## src/rtl/satd_nxn_if.sv

```systemverilog
// satd_nxn_if: row-streaming handshake bundle between block fetcher, SATD engine and cost comparator.
interface satd_nxn_if #(
  parameter int N = 4,
  parameter int BITS = 8
);
  localparam int LOG2N = $clog2(N);
  localparam int RES_W = BITS + 3*LOG2N + 1;
  logic init;
  logic ack;
  logic in_valid;
  logic in_ready;
  logic done;
  logic [N*BITS-1:0] a_row;
  logic [N*BITS-1:0] b_row;
  logic [RES_W-1:0] result;
  modport master (
    output init, ack, in_valid, a_row, b_row,
    input  in_ready, result, done
  );
  modport slave (
    input  init, ack, in_valid, a_row, b_row,
    output in_ready, result, done
  );
endinterface

```

## src/rtl/satd_nxn.sv

```systemverilog
// satd_nxn: row-serial NxN (4/8) Hadamard SATD engine; define SATD_NORM_EN for codec-normalised result.
module satd_nxn #(
  parameter int N = 4,
  parameter int BITS = 8
) (
  input logic clk,
  input logic reset,
  satd_nxn_if.slave bus
);
  localparam int LOG2N = $clog2(N);
  localparam int RES_W = BITS + 3*LOG2N + 1;
  localparam int RW = BITS + 1 + LOG2N;
  localparam int CW = BITS + 1 + 2*LOG2N;
  localparam logic [1:0] IDLE = 2'd0;
  localparam logic [1:0] LOAD = 2'd1;
  localparam logic [1:0] COL  = 2'd2;
  localparam logic [1:0] DONE = 2'd3;

  if (N != 4 && N != 8) begin : g_bad_n
    $error("satd_nxn: N must be 4 or 8");
  end
  if (BITS < 8 || BITS > 12) begin : g_bad_bits
    $error("satd_nxn: BITS must be in 8..12");
  end

  logic [1:0] state_q, state_d;
  logic [LOG2N-1:0] row_q, row_d;
  logic [LOG2N-1:0] col_q, col_d;
  logic [RES_W-1:0] acc_q, acc_d;
  logic [RES_W-1:0] res_q, res_d;
  logic done_q, done_d;
  logic signed [RW-1:0] tbuf_q [N][N];
  logic signed [CW-1:0] rs [LOG2N+1][N];
  logic signed [CW-1:0] cs [LOG2N+1][N];
  logic [CW-1:0] mag;
  logic [RES_W-1:0] col_sum;
  logic [RES_W-1:0] acc_sum;
  logic [RES_W-1:0] res_next;

  assign bus.in_ready = state_q == LOAD;
  assign bus.done = done_q;
  assign bus.result = res_q;

  // Both butterflies run at column width; row outputs are narrowed when stored.
  always_comb begin
    rs = '{default: '0};
    cs = '{default: '0};
    mag = '0;
    col_sum = '0;
    for (int j = 0; j < N; j++) begin
      rs[0][j] = CW'($signed({1'b0, bus.a_row[j*BITS +: BITS]}) - $signed({1'b0, bus.b_row[j*BITS +: BITS]}));
      cs[0][j] = CW'(tbuf_q[j][col_q]);
    end
    for (int s = 0; s < LOG2N; s++) begin
      for (int j = 0; j < N; j++) begin
        rs[s+1][j] = ((j & (1 << s)) != 0) ? rs[s][j ^ (1 << s)] - rs[s][j] : rs[s][j] + rs[s][j ^ (1 << s)];
        cs[s+1][j] = ((j & (1 << s)) != 0) ? cs[s][j ^ (1 << s)] - cs[s][j] : cs[s][j] + cs[s][j ^ (1 << s)];
      end
    end
    for (int j = 0; j < N; j++) begin
      mag = cs[LOG2N][j][CW-1] ? CW'(-cs[LOG2N][j]) : cs[LOG2N][j];
      col_sum = col_sum + RES_W'(mag);
    end
  end

  assign acc_sum = acc_q + col_sum;

`ifdef SATD_NORM_EN
  assign res_next = (acc_sum + (RES_W'(1) << (LOG2N - 2))) >> (LOG2N - 1);
`else
  assign res_next = acc_sum;
`endif

  always_comb begin
    state_d = state_q;
    row_d = row_q;
    col_d = col_q;
    acc_d = acc_q;
    res_d = res_q;
    done_d = done_q;
    case (state_q)
      IDLE: begin
        state_d = bus.init ? LOAD : IDLE;
        acc_d = bus.init ? '0 : acc_q;
        row_d = bus.init ? '0 : row_q;
      end
      LOAD: begin
        row_d = bus.in_valid ? row_q + LOG2N'(1) : row_q;
        state_d = (bus.in_valid && row_q == LOG2N'(N - 1)) ? COL : LOAD;
        col_d = '0;
      end
      COL: begin
        acc_d = acc_sum;
        col_d = col_q + LOG2N'(1);
        state_d = (col_q == LOG2N'(N - 1)) ? DONE : COL;
        done_d = col_q == LOG2N'(N - 1);
        res_d = (col_q == LOG2N'(N - 1)) ? res_next : res_q;
      end
      default: begin
        state_d = bus.ack ? (bus.init ? LOAD : IDLE) : DONE;
        done_d = !bus.ack;
        acc_d = bus.ack ? '0 : acc_q;
        row_d = bus.ack ? '0 : row_q;
      end
    endcase
  end

  always_ff @(posedge clk) begin
    if (reset) begin
      state_q <= IDLE;
      row_q <= '0;
      col_q <= '0;
      acc_q <= '0;
      res_q <= '0;
      done_q <= 1'b0;
    end else begin
      state_q <= state_d;
      row_q <= row_d;
      col_q <= col_d;
      acc_q <= acc_d;
      res_q <= res_d;
      done_q <= done_d;
    end
  end

  always_ff @(posedge clk) begin
    if (state_q == LOAD && bus.in_valid) begin
      for (int j = 0; j < N; j++) tbuf_q[row_q][j] <= RW'(rs[LOG2N][j]);
    end
  end
endmodule
```

## src/flat_wrapper.sv

```systemverilog
// flat-port wrapper written by rule: the top's interface ports become plain ports
module satd_nxn_flat 
#(
  parameter int N = 4,
  parameter int BITS = 8
)
  (clk, reset, bus_init, bus_ack, bus_in_valid, bus_a_row, bus_b_row, bus_in_ready, bus_result, bus_done);
  satd_nxn_if #(.N(N), .BITS(BITS)) bus_i ();
  input logic clk;
  input logic reset;
  input wire logic [$bits(bus_i.init)-1:0] bus_init;
  input wire logic [$bits(bus_i.ack)-1:0] bus_ack;
  input wire logic [$bits(bus_i.in_valid)-1:0] bus_in_valid;
  input wire logic [$bits(bus_i.a_row)-1:0] bus_a_row;
  input wire logic [$bits(bus_i.b_row)-1:0] bus_b_row;
  output wire logic [$bits(bus_i.in_ready)-1:0] bus_in_ready;
  output wire logic [$bits(bus_i.result)-1:0] bus_result;
  output wire logic [$bits(bus_i.done)-1:0] bus_done;
  assign bus_i.init = bus_init;
  assign bus_i.ack = bus_ack;
  assign bus_i.in_valid = bus_in_valid;
  assign bus_i.a_row = bus_a_row;
  assign bus_i.b_row = bus_b_row;
  assign bus_in_ready = bus_i.in_ready;
  assign bus_result = bus_i.result;
  assign bus_done = bus_i.done;
  satd_nxn #(.N(N), .BITS(BITS)) u_core (.clk(clk), .reset(reset), .bus(bus_i));
endmodule
```

## config.mk

```make
export PLATFORM = sky130hd
export DESIGN_NAME = satd_nxn_flat
export DESIGN_NICKNAME = d
export VERILOG_FILES = /design/src/rtl/satd_nxn_if.sv /design/src/rtl/satd_nxn.sv /design/src/flat_wrapper.sv
export SDC_FILE = /design/constraint.sdc
export NUM_CORES = 1
export LEC_CHECK = 0
export CAP_MARGIN = 10
export CORE_ASPECT_RATIO = 0.75
export CORE_MARGIN = 3
export CORE_UTILIZATION = 35
export CTS_CLUSTER_DIAMETER = 60
export DETAILED_ROUTE_END_ITERATION = 8
export PLACE_DENSITY = 0.55
export SLEW_MARGIN = 20
export SYNTH_ARGS = -nofsm -noshare
export SYNTH_HDL_FRONTEND = slang
export SYNTH_SLANG_ARGS = --single-unit
export TNS_END_PERCENT = 5
```

## constraint.sdc

```tcl
create_clock -name clk -period 27 [get_ports clk]
set_clock_uncertainty 0.05 [all_clocks]
set_input_delay 5.4 -clock clk [delete_from_list [all_inputs] [get_ports clk]]
set_output_delay 5.4 -clock clk [all_outputs]
set_load 0.005 [all_outputs]
```

; Word level (Yosys, flattened, before mapping)
; Memory sizes are Yosys's and may differ from the RTL's.
; Index checks and enable logic that the tools add are counted.
[totals]
reg_bits = 37
ramBits = 176
input_bits = 69
mem_count = 1
[memory_table]
columns = name, words, width, read_ports, rd_ports_with_merged_regs, wr, line_no
row1 = u_core.tbuf_q, 4, 44, 4, 0, 1, satd_nxn.sv:32  ; logic signed [RW-1:0] tbuf_q [N][N];
[classes]
add_sub_neg = 30
order_cmp = 1
eq_ne = 6
muxes = 32
n_bitwise = 3
reduce_logical = 11
[ops]
columns = operator, n
row1 = $bmux W11 S2, 4
row2 = $mux W11, 8
row3 = $mux W13, 4
row4 = $neg A13 Y13, 4
row5 = $pmux W15 S3, 1
row6 = $add A11 B11 Y11, 4
row7 = $sub A11 B11 Y11, 4
row8 = $sub A8 B8 Y9, 4
row9 = $add A15 B13 Y15, 2
row10 = $mux W15, 2
row11 = $add A13 B13 Y13, 2
row12 = $sub A13 B13 Y13, 2
row13 = $add A11 B11 Y12, 2
row14 = $sub A11 B11 Y12, 2
row15 = $add A15 B15 Y15, 1
row16 = $add A13 B13 Y14, 1
row17 = $pmux W2 S3, 2
row18 = $mux W2, 5
row19 = $eq A2 B2 Y1 const B, 3
row20 = $reduce_bool A3 Y1, 2
row21 = $add A2 B1 Y2 const B, 2
row22 = $mux W1, 4
row23 = $ne A2 B2 Y1 const B, 2
row24 = $pmux W2 S2, 1
row25 = other kinds (13), 15

; Longest topological paths before layout
; Gate-level depths: netlist of the first run.
[logic_depth]
ltp_word = 13
mapped_depth = 40
ltp_nobuf = 37

; Worst setup path before layout of the first run
; Ideal clock, no wire load.
[synth_path]
kind = register -> register
startpoint = register u_core.col_q[0]
endpoint = register u_core.acc_q[13]
setup_ns = 0.116
arrival_ns = 9.230
path_slack_ns = 17.604
path_stages_with_launch = 34
n_path_buf = 3
period_less_slack_ns = 9.396
path_cell_list = dfxtp_1 > buf_2 > buf_1 > mux4_2 > ha_1 > inv_1 > a21oi_1 > o21a_1 > o21ba_2 > o31ai_1 > a311oi_1 > xor2_1 > ha_1 > buf_2 > clkinv_1 > o41a_1 > a31oi_1 > mux2_2 > ha_1 > a21o_1 > a21oi_1 > o21a_1 > nor3_1 > a2111oi_0 > xor2_1 > fa_1 > fa_1 > inv_1 > ha_1 > a21o_1 > a221o_1 > a31oi_1 > mux2_2 > a31o_2
[synth_between]
elab_chain_len = 13
word_cells_on_any_way = 34
cone_classes = 16 x add/sub / 17 x mux / 1 x bitwise
[synth_lines]
columns = item, line_no
row1 = start: declaration, satd_nxn.sv:28  ; logic [LOG2N-1:0] col_q, col_d;
row2 = start signal: assignment, satd_nxn.sv:119  ; col_q <= col_d;
row3 = $not A2 Y3 (not written as such) (*), satd_nxn.sv:52  ; cs[0][j] = CW'(tbuf_q[j][col_q]);
row4 = $bmux W11 S2, satd_nxn.sv:52
row5 = $mux W11 (not written as such) (2 in series), satd_nxn.sv:52
row6 = $add A11 B11 Y12 or $sub A11 B11 Y12 (tied branches), satd_nxn.sv:57  ; cs[s+1][j] = ((j & (1 << s)) != 0) ? cs[s][j ^ (1 << s)] - cs[s][j] : cs[s][j] + cs[s][j ^ (1 << s)];
row7 = $add A13 B13 Y13, satd_nxn.sv:57
row8 = $neg A13 Y13, satd_nxn.sv:61  ; mag = cs[LOG2N][j][CW-1] ? CW'(-cs[LOG2N][j]) : cs[LOG2N][j];
row9 = $mux W13, satd_nxn.sv:61
row10 = $add A13 B13 Y14, satd_nxn.sv:62  ; col_sum = col_sum + RES_W'(mag);
row11 = $add A15 B13 Y15, satd_nxn.sv:62
row12 = $add A15 B13 Y15 (*), satd_nxn.sv:62
row13 = $add A15 B15 Y15 (*), satd_nxn.sv:66  ; assign acc_sum = acc_q + col_sum;
row14 = $pmux W15 S3 (*), satd_nxn.sv:81  ; case (state_q)
row15 = end signal: assignment, satd_nxn.sv:113  ; acc_q <= '0;
row16 = end signal: assignment, satd_nxn.sv:120  ; acc_q <= acc_d;
row17 = end: declaration, satd_nxn.sv:29  ; logic [RES_W-1:0] acc_q, acc_d;
; Mark *: on every way between the ends. The rest lies on a longest branch, timed or not. The select of a mux whose other input is x is not followed.
; A chain may end at the register's enable or synchronous reset.

; Final worst setup path of the first run
; Same ends and word-level chain as after synthesis.

==> impl_metrics.toml, run 1 <==
[run_status]
status = "completed"

[sta]
slew_violations = 0
fin_tns_setup_ns = 0
tightestPinTransition_ns = 1.09
fin_crit_sh_pct = 40.3
hold_viol = 0
max_freq_ghz = 0.0919
final-setup-viol-count = 0
rsz0062_at_grt = "false"
min_period_ns = 10.88
slew_headroom_pct = 25.3

[global_routing]
grt_max_degree = 43
antenna_found_initial = 0
track_usage_pct = 16.4
met3_usage_pct = 2.46
grt-busiest-layer = "met1"
overflow = 0
grt_pass1_wl_um = 75500
grt_pass1_vias = 13900
use_met2_pct = 24.1
grt_util_met1_pct = 25.9

[worst_setup_path]
cp.arrival_ns = 11.25
reg2reg_depth = 29
crit_type = "register to register"
startpoint_type = "register"
worstPathMaxFanout = 32
crit_path_frequent_cell = "ha_1"
critPathCaptureType = "register"
crit_path_max_incr_delay_ns = 0.92
cp_slowest_cell = "a2111oi_0"
cp_data_required_time_ns = 27.37

[clock_tree]
cts.clk_slew.worst_paths_ns = 0.07
cts_tree = "built"
numCtsBuffers = 22
cts.sinks = 205
clock_latency_ns = 0.53
ctsResizeCount = 0
cts_max_path_buffers = 3
htreeDepth = 1
cts_hold_buf = 0
root_buffer = "clkbuf_16"
post_cts_buffers = 0

[floorplan]
dieArea_um2 = 57200
rows = 73
initial_core_util_pct = 35.7
die_width_um = 275
core-area_um2 = 53300
die_h_um = 208
pin_count = 86

[yosys]
yosysTopAreaCellShare_pct = 26.5
ys.flop_type = "edfxtp_1"
syn_area_um2 = 19000
yosys.area.top_type = "edfxtp_1"
async_flop_share_pct = 0
yosys-top-cells-area = "edfxtp_1 (27%), ha_1 (16%), xnor2_1 (6.3%), fa_1 (4.8%), inv_1 (4.8%)"
ys_seq_area_share_pct = 30.4
ys_types = 81
synth_edf_count = 168
synth_cells = 1937
yosysWarnings = 0
ys_ff_latch = 205
synth_fp_nets = 2296
syn_avg_cell_area_um2 = 9.82

[finish]
final_common_cell = "inv_1"
antenna-diode-count = 0
area_delta_synth_final_pct = 11.7
mostFrequentLayoutCells = "inv_1 (245), ha_1 (244), edfxtp_1 (168), a21oi_1 (150), xnor2_1 (137)"
nFillCells = 5251
drive_above_1_share_pct = 5.93
fin_nets = 2351

[placed_design]
hpwl_um = 37400
portBuffers = 85
place_congestion = 0.873

[detailed_routing]
vias_per_cell = 5.23
drt-wirelength-per-cell_um = 17.2
vias = 14200
drt_pre_antenna_iters = 5
drc = 0
wl_um = 46700
antenna_left = 0
drtIter0Drc = 1170

[job]
cap_violations = 0

[min_path]
hold_class = "register to register"
hold_path_depth = 2
cell type report:
cell class,count,area (um^2),share of cell area [%]
Sequential cell,205,5790,27.3
Clock buffer,24,558,2.63
Tap cell,712,891,4.20
Multi-Input combinational cell,1421,12000,56.7
Clock inverter,15,103,0.483
Timing Repair Buffer,95,926,4.36
Inverter,247,927,4.37
Yosys cell counts (23+ instances only):
| cell | instances |
|---|---|
| o21bai_1 | 32 |
| edfxtp_1 | 168 |
| inv_1 | 245 |
| a21oi_1 | 150 |
| clkbuf_1 | 39 |
| nor2_1 | 123 |
| xor2_1 | 78 |
| nand2_1 | 77 |
| ha_1 | 244 |
| xnor2_1 | 137 |
| nor3_1 | 35 |
| o21ai_0 | 53 |
| a31oi_1 | 25 |
| fa_1 | 46 |
| mux4_2 | 40 |
| a21o_1 | 44 |
| dfxtp_1 | 37 |
| nand2b_1 | 27 |
| nand3_1 | 23 |
critical path: cells and delay by family, from the launching register on:
kind / cells / cell delay, ns
muxes: 3 / 1.38
buffers and inverters: 4 / 1.02
xor gates and xnor gates: 1 / 0.19
AOI/OAI and AO/OA: 12 / 4.22
and+or+nand+nor: 3 / 0.45
adders and majority gates: 6 / 2.75
DFF: 1 / 0.68
layer usage:
metal	wire, um	up-vias
met2	19200	329
met3	2640	38
li1	-	6986
met1	24400	6857
met5	0	-
met4	476	0
path summary, 6_finish.rpt:
| kind | from | endpoint | slack (ns) |
|---|---|---|---|
| max | u_core.col_q[0]$_SDFFE_PP0P_ | u_core.acc_q[13]$_SDFFE_PP0P_ | 16.12 |
| min | u_core.bus.result[4]$_SDFFE_PP0P_ | u_core.bus.result[4]$_SDFFE_PP0P_ | 0.41 |
| max reg2reg | u_core.col_q[0]$_SDFFE_PP0P_ | u_core.acc_q[13]$_SDFFE_PP0P_ | 16.12 |
| min reg2reg | u_core.bus.result[4]$_SDFFE_PP0P_ | u_core.bus.result[4]$_SDFFE_PP0P_ | 0.41 |
stage by stage:
stage          cells  hold slack, ns  setup slack (ns)  cell area [um^2]  utilization, %
3_5_place_dp    2680           0.400             16.35             20600            38.6
5_1_grt         2719           0.427             15.50             21200            39.8
6_report        2719           0.405             16.12             21200            39.8
3_3_place_gp    2680           0.397             16.33             20600            38.6
2_1_floorplan   1937           0.382             17.60             19000               -
4_1_cts         2719           0.409             16.33             21200            39.8
flip-flops by register name, indices dropped and copies added (netlist names):
register / cells
u_core.tbuf_q: 168
u_core.col_q: 2
u_core.acc_q: 15
u_core.bus.done: 1
u_core.row_q: 2
u_core.bus.result: 15
u_core.state_q: 2
kinds of logic after synthesis:
logic type,Yosys count,synth area share [%]
flip-flops,205,30.4
XOR/XNOR,215,9.90
AND/OR/NAND/NOR,405,10.8
AO/OA/AOI/OAI,454,16.0
adder cells (fa/ha/maj),290,20.9
multiplexers,57,5.69
buffers and inverters,311,6.32
Power of run 1 is left out: the tool's default activity adds up to more than one toggle a clock period on the data nets, which glitch-free logic cannot reach.
==> inputs of run 2 (changes only) <==
--- a/config.mk
+++ b/config.mk
@@ -11,7 +11,7 @@
 export CORE_UTILIZATION = 35
 export CTS_CLUSTER_DIAMETER = 60
 export DETAILED_ROUTE_END_ITERATION = 8
-export PLACE_DENSITY = 0.55
+export PLACE_DENSITY = 0.57
 export SLEW_MARGIN = 20
 export SYNTH_ARGS = -nofsm -noshare
 export SYNTH_HDL_FRONTEND = slang
==> constraint.sdc (replaced) <==
create_clock -name clk -period 9.87 [get_ports clk]
set_clock_uncertainty 0.05 [all_clocks]
set_input_delay 1.974 -clock clk [delete_from_list [all_inputs] [get_ports clk]]
set_output_delay 1.974 -clock clk [all_outputs]
set_load 0.005 [all_outputs]
==> run 2 against run 1 <==
Non-clock buffer count rose by 13; highest routed layer unchanged; largest cell class unchanged; hold slack improved by 0.0012 ns; setup slack got worse by 16 ns; register-to-register slack got worse by 16 ns; wire length fell by 0.57%; critical endpoint unchanged.
==> impl_metrics.toml, run 2 (synthesized netlist as in run 1, its figures left out) <==
[placed_design]
hpwl_um = 37600
place_congestion = 0.881
portBuffers = 85
placed_area_um2 = 20700

[global_routing]
track_usage_pct = 16.2
antenna_found_initial = 0
use_met2_pct = 24.3
grt_pass1_wl_um = 74600
met3_usage_pct = 2.33
grt_max_degree = 44
overflow = 0
grt-busiest-layer = "met1"
grt_pass1_vias = 13900
grt_util_met1_pct = 25.0

[clock_tree]
root_buffer = "clkbuf_16"
clock_latency_ns = 0.53
cts.sinks = 205
cts_hold_buf = 0
cts_max_path_buffers = 3
htreeDepth = 1
cts.clk_slew.worst_paths_ns = 0.06
cts_tree = "built"
numCtsBuffers = 22

[floorplan]
dieArea_um2 = 57200
pin_count = 86
initial_core_util_pct = 35.7
core-area_um2 = 53300
die_width_um = 275
die_h_um = 208
rows = 73

[finish]
antenna-diode-count = 0
largest-register = "u_core.tbuf_q"
stdcell_area_um2 = 21500
drive_above_1_share_pct = 7.03
utilization_pct = 40.3
mostFrequentLayoutCells = "inv_1 (245), ha_1 (241), edfxtp_1 (168), a21oi_1 (150), xnor2_1 (137)"
largest_reg_flops = 168
fin_nets = 2364
area_delta_synth_final_pct = 13.0
final_common_cell = "inv_1"

[detailed_routing]
drtIter0Drc = 1134
drc = 0
drt-wirelength-per-cell_um = 17.0
drt_pre_antenna_iters = 6
wl_um = 46500
vias = 14200
vias_per_cell = 5.19
antenna_left = 0

[worst_setup_path]
crit_type = "register to register"
critPathCaptureType = "register"
worstPathMaxFanout = 12
cp_slowest_cell = "mux4_2"
cp.arrival_ns = 9.74
startpoint_type = "register"
cp_data_required_time_ns = 10.25
crit_path_max_incr_delay_ns = 0.58

[sta]
slew_violations = 0
tightestPinTransition_ns = 0.903
min_period_ns = 9.36
slew_headroom_pct = 39.3
final-setup-viol-count = 0
max_freq_ghz = 0.107
fin_crit_sh_pct = 94.8
hold_viol = 0

[min_path]
hold_class = "register to register"

[job]
cap_violations = 0

[run_status]
status = "completed"
==> run 2: worst paths after layout <==
kind	startpoint	end	slack [ns]	cells after the start
worst max register to register	u_core.col_q[0]$_SDFFE_PP0P_	u_core.acc_q[13]$_SDFFE_PP0P_	0.51	34
worst max-delay path	u_core.col_q[0]$_SDFFE_PP0P_	u_core.acc_q[13]$_SDFFE_PP0P_	0.51	34
worst min register to register	u_core.bus.result[7]$_SDFFE_PP0P_	u_core.bus.result[7]$_SDFFE_PP0P_	0.41	2
worst min-delay path	u_core.bus.result[7]$_SDFFE_PP0P_	u_core.bus.result[7]$_SDFFE_PP0P_	0.41	2
==> run 2: timing repair <==
item / 4_1_cts / 5_1_grt
setup endpoints to repair: 0 / 6
buffers inserted: 0 / 1
gates resized for setup: 0 / 14
==> run 2: stage by stage <==
stage	setup TNS (ns)	hold WS [ns]	cells	setup slack, ns
CTS	0	0.410	2731	0.386
finish	0	0.406	2733	0.513
global route	-0.0383	0.426	2733	-0.0383
detailed placement	0	0.401	2691	0.451
global placement	0	0.395	2691	0.530
floorplan	0	0.382	1937	0.474
==> run 2: final cells by class <==
| cell class | instances | area, um^2 |
|---|---|---|
| Sequential cell | 205 | 5790 |
| Multi-Input combinational cell | 1421 | 12100 |
| Clock inverter | 12 | 168 |
| Timing Repair Buffer | 108 | 1050 |
| Inverter | 247 | 927 |
| Tap cell | 712 | 891 |
| Fill cell | 5259 | 31800 |
| Clock buffer | 28 | 573 |
==> run 2: worst max-delay path, delay by kind of cell, from the launching register on <==
kind | cells | cell delay, ns
AO/OA/AOI/OAI | 15 | 3.61
XOR/XNOR | 2 | 0.37
flip-flops | 1 | 0.49
AND/OR/NAND/NOR | 3 | 0.41
adder cells (fa/ha/maj) | 6 | 2.26
multiplexers | 3 | 1.32
buffers and inverters | 5 | 0.74
==> run 2: metal layers <==
layer	wire length, um	part of all wire [%]	up-vias
li1	-	-	7029
met2	19800	43	316
met5	0	0	-
met4	511	1.1	0
met1	24200	52	6811
met3	2000	4.3	36
Power of run 2 is left out for the same reason.
==> edit 1, RTL diff (settings of run 2) <==
The option `SATD_NORM_EN` is turned on by a define.
--- a/src/rtl/satd_nxn.sv
+++ b/src/rtl/satd_nxn.sv
@@ -1,2 +1,4 @@
 // satd_nxn: row-serial NxN (4/8) Hadamard SATD engine; define SATD_NORM_EN for codec-normalised result.
+`define SATD_NORM_EN
+
 module satd_nxn #(
Function: no difference found for any inputs over 4 cycles, from zero or initial values and one cycle with reset high; that may be too few to reach the edited logic, so the function may still have changed.
==> edit 1 against run 2 <==
Design area is 2.8% lower; setup slack gained 0.053 ns; synthesized area fell by 3.2%; highest routed layer unchanged; routed wire length down 13%; sequential cell count shrank 1.
Power is left out: the tool's default activity adds up to more than one toggle a clock period on the data nets, which glitch-free logic cannot reach.
==> edit 1: results (changes against run 2) <==
Clock network
  – Root buffer cell: clkbuf_16
  – Reg clk slew, reported paths: 0.06 ns (about the same)
  – CTS Buf Count: 22 (unchanged)
  – Post-cts sizing count: 0 (unchanged)
  – Clk Latency, worst-skew pair: 0.53 ns (about the same)
  – Max clock buf depth: 3 (unchanged)
  – H-tree levels: 1 (unchanged)

Placed design
  – Dpl cells: 2604 (-3.2%)
  – RePlAce Congestion: 0.861 (-2.3%)
  – Cell Area, Placed: 0.0201 mm^2 (-2.9%)
  – PortBufs: 84 (-1.2%)
  – DP HPWL: 33.5 mm (-11%)
  – Post-place setup slack: 0.0673 ns (-0.383 ns)

Final layout
  – Multi-input gate area: 0.0116 mm^2 (-4.3%)
  – Reg with most FFs: u_core.tbuf_q
  – Layout cells sized above 1: 7.87% (+0.85 points)
  – Nets: 2287 (-3.3%)
  – N_diodes: 0 (unchanged)
  – Max reg flops: 168 (unchanged)
  – Fillers: 5012 (-4.7%)

Routing
  – Met3 WL: 1.57 mm (-21%)
  – Drt first pass iters: 5 (-1)
  – Routed wl met2: 18.1 mm (-8.6%)
  – Vias per inst: 4.89 (-5.8%)
  – Met1 wire length: 20.5 mm (-15%)
  – Overall routed net length: 40.6 mm (-13%)
  – DR top layer: met4
  – DR WL/cell: 15.3 um (-9.8%)
  – DRT iter0 DRCs: 707 (-38%)

Critical path
  – Critical Path AT: 9.63 ns (-0.11 ns)
  – Top delay family on crit path: compound AO/OA/AOI/OAI gates
  – CP max-delay cell: fa_1
  – Crit Path Max Fanout: 10 (-2)
  – Largest stage delay on the critical path: 0.52 ns (-0.06 ns)

GRT
  – First-pass GRT wire length: 67.2 mm (-10%)
  – Largest net degree at the start of global routing: 44 (unchanged)
  – GR Util met3: 2.18% (-0.16 points)
  – Met1 GRT Util: 21.4% (-3.6 points)
  – Number of global-route vias before repair: 13100 (-5.6%)
  – Met2 Use GR: 23.9% (-0.37 points)
  – GRT Util Overall: 14.8% (-1.4 points)

STA
  – Slew headroom: 30.8% (-8.5 points)

Synth
  – Post-synth EDFFs: 168 (unchanged)
  – Post-synthesis cell type count: 79 (-2.5%)
  – Register area share after synthesis: 31.3% (+0.89 points)
  – Synth Area in XOR/XNOR: 10.8% (+0.88 points)
  – Syn avg cell area: 9.99 um^2 (+1.7%)
  – Syn Nets: 2204 (-4.0%)
  – Post-synthesis mux area share: 5.50% (-0.19 points)
  – Async SR Flop Fraction: 0% (unchanged)
  – Post-synth top cells: inv_1 (262), ha_1 (245), edfxtp_1 (168), xnor2_1 (155), a21oi_1 (143)
  – Synth warn: 0 (unchanged)
  – Area contributors post-synth: edfxtp_1 (27%), ha_1 (17%), xnor2_1 (7.4%)
  – Post-Synth Adder-Cell Area: 21.6% (+0.75 points)
  – Synth Area in Compound Gates: 15.0% (-0.99 points)

Hold path
  – HP Class: reg2reg

Run status
  – Outcome: finished, final reports clean
==> edit 1: changes by cell type in the layout (fill, tap and decap cells not counted), moves of 15 or more <==
cell	run 2	this run
o21bai_1	32	63
a21oi_1	150	135
o21ai_1	1	29
nand2_1	77	57
inv_1	245	262
xnor2_1	137	154
==> edit 1: worst paths after layout <==
path / startpoint / end / slack [ns] / cells after the start
worst max-delay path: u_core.col_q[0] / u_core.bus.result[13] / 0.57 / 39
worst min-delay path: u_core.acc_q[2] / u_core.acc_q[2] / 0.40 / 2
worst max register to register: u_core.col_q[0] / u_core.bus.result[13] / 0.57 / 39
worst min register to register: u_core.acc_q[2] / u_core.acc_q[2] / 0.40 / 2
==> edit 1: cell type report <==
cell class / count / share of cell area [%]
multi-input cells: 1335 / 55.4
inverters: 264 / 4.74
well taps: 703 / 4.21
flip-flops and latches: 204 / 27.6
repair buffers: 100 / 4.73
clock inverters: 17 / 0.670
clock buffers: 23 / 2.65
==> edit 2, RTL diff (flow settings as in run 2) <==
Without the edit above. `res_q` no longer has a reset.
--- a/src/rtl/satd_nxn.sv
+++ b/src/rtl/satd_nxn.sv
@@ -113,3 +113,2 @@
       acc_q <= '0;
-      res_q <= '0;
       done_q <= 1'b0;
@@ -120,5 +119,8 @@
       acc_q <= acc_d;
-      res_q <= res_d;
       done_q <= done_d;
     end
+  end
+
+  always_ff @(posedge clk) begin
+    res_q <= res_d;
   end
Function: same outputs for any inputs over 4 cycles, from zero or initial values and one cycle with reset high; that may be too few to reach the edited logic, so the function may still have changed.
==> edit 2 against run 2 <==
Routed wire length down 11%; synthesized area down 4.0%; sequential cell count unchanged; setup slack better by 0.092 ns; die area down 3.9%; largest cell class unchanged; design area down 3.8%.
Power is not shown: default switching activity piles up to over one toggle a cycle in this logic, so the estimate is an artifact.
==> edit 2: results (changes against run 2) <==
Routing
  – Vias per inst: 5.01 (-3.5%)
  – Drt first pass iters: 5 (-1)
  – Routed wl met2: 18.1 mm (-8.2%)
  – DR top layer: met4
  – DRT iter0 DRCs: 794 (-30%)
  – Met1 wire length: 20.9 mm (-14%)
  – Met3 WL: 1.69 mm (-16%)
  – DR WL/cell: 16.2 um (-4.7%)

Clock network
  – Root buffer cell: clkbuf_16
  – H-tree levels: 1 (unchanged)
  – Clk Latency, worst-skew pair: 0.53 ns (about the same)
  – Reg clk slew, reported paths: 0.06 ns (about the same)
  – CTS Buf Count: 22 (unchanged)
  – Max clock buf depth: 3 (unchanged)

Placed design
  – Cell Area, Placed: 0.0198 mm^2 (-4.0%)
  – DP HPWL: 34.2 mm (-9.1%)
  – Dpl cells: 2514 (-6.6%)
  – Post-place setup slack: 0.347 ns (-0.104 ns)
  – PortBufs: 85 (unchanged)
  – RePlAce Congestion: 0.852 (-3.3%)

STA
  – Slew headroom: 26.4% (-13 points)

GRT
  – Number of global-route vias before repair: 12700 (-8.7%)
  – First-pass GRT wire length: 66.8 mm (-10%)
  – GRT Util Overall: 15.0% (-1.2 points)
  – Largest net degree at the start of global routing: 44 (unchanged)
  – GR Util met3: 1.93% (-0.41 points)
  – Initial antenna violation count: 0 (unchanged)
  – Met1 GRT Util: 22.0% (-3.0 points)
  – Met2 Use GR: 23.9% (-0.36 points)

Final layout
  – Layout cells sized above 1: 6.28% (-0.75 points)
  – Max reg flops: 168 (unchanged)
  – Post-Layout Cell Count: 2556 (-6.5%)
  – Reg with most FFs: u_core.tbuf_q
  – Nets: 2208 (-6.6%)
  – N_diodes: 0 (unchanged)

Synth
  – Post-synth top cells: ha_1 (244), inv_1 (242), edfxtp_1 (183), a21oi_1 (158), xnor2_1 (147)
  – Post-synth EDFFs: 183 (+8.9%)
  – Synth warn: 0 (unchanged)
  – Mapped Cells: 1779 (-8.2%)
  – Area contributors post-synth: edfxtp_1 (30%), ha_1 (17%), xnor2_1 (7.1%)
  – Register area share after synthesis: 32.5% (+2.1 points)
  – Post-synthesis cell type count: 79 (-2.5%)
  – Async SR Flop Fraction: 0% (unchanged)
  – Syn Nets: 2138 (-6.9%)

Critical path
  – Crit Path Max Fanout: 31 (+19)
  – Largest stage delay on the critical path: 0.56 ns (-0.02 ns)
  – Critical Path AT: 9.59 ns (-0.15 ns)
  – Top delay family on crit path: compound AO/OA/AOI/OAI gates
  – CP max-delay cell: mux4_2

Hold path
  – HP Class: reg2reg

Run status
  – Outcome: finished, final reports clean
edit 2: cell count changes in the layout (fill, tap and decap cells not counted), moves of 10 or more:
| cell | change |
|---|---|
| edfxtp_1 | +15 |
| o21ai_0 | -13 |
| nand2_1 | -33 |
| o21ai_1 | +11 |
| xnor2_1 | +10 |
| nor2_1 | -40 |
| buf_4 | -15 |
| o21bai_1 | +25 |
| dfxtp_1 | -15 |
| nor3_1 | -11 |
edit 2: cell type report:
class	count	area, um^2
clock buffers	23	554
repair buffers	93	943
flip-flops and latches	205	5940
clock inverters	15	209
well taps	693	867
fillers	4928	30100
multi-input cells	1283	11300
inverters	244	916
edit 2: stage by stage:
step,utilization (%),hold slack [ns]
6_report,40.7,0.405
5_1_grt,40.7,0.435
4_1_cts,40.5,0.409
3_5_place_dp,39.0,0.400
3_3_place_gp,39.0,0.391
2_1_floorplan,-,0.382
edit 2: kinds of logic after synthesis:
family                   share of synthesized area (%)
AO/OA/AOI/OAI                                     15.9
XOR/XNOR                                          10.7
adder cells (fa/ha/maj)                           21.8
buffers and inverters                             6.03
flip-flops                                        32.5
multiplexers                                      5.35
AND/OR/NAND/NOR                                   7.75
edit 2: path summary, 6_finish.rpt:
path / slack [ns] / cells past startpoint / startpoint / to
worst max-delay path: 0.61 / 38 / u_core.col_q[0] / u_core.acc_q[14]
worst min-delay path: 0.41 / 2 / u_core.acc_q[3] / u_core.acc_q[3]
worst max register to register: 0.61 / 38 / u_core.col_q[0] / u_core.acc_q[14]
worst min register to register: 0.41 / 2 / u_core.acc_q[3] / u_core.acc_q[3]
edit 2: what timing repair did:
action                     4_1_cts  5_1_grt
resized for setup                0        9
setup buffers                    0        4
setup endpoints to repair        0       10
hold buffers                     0        0
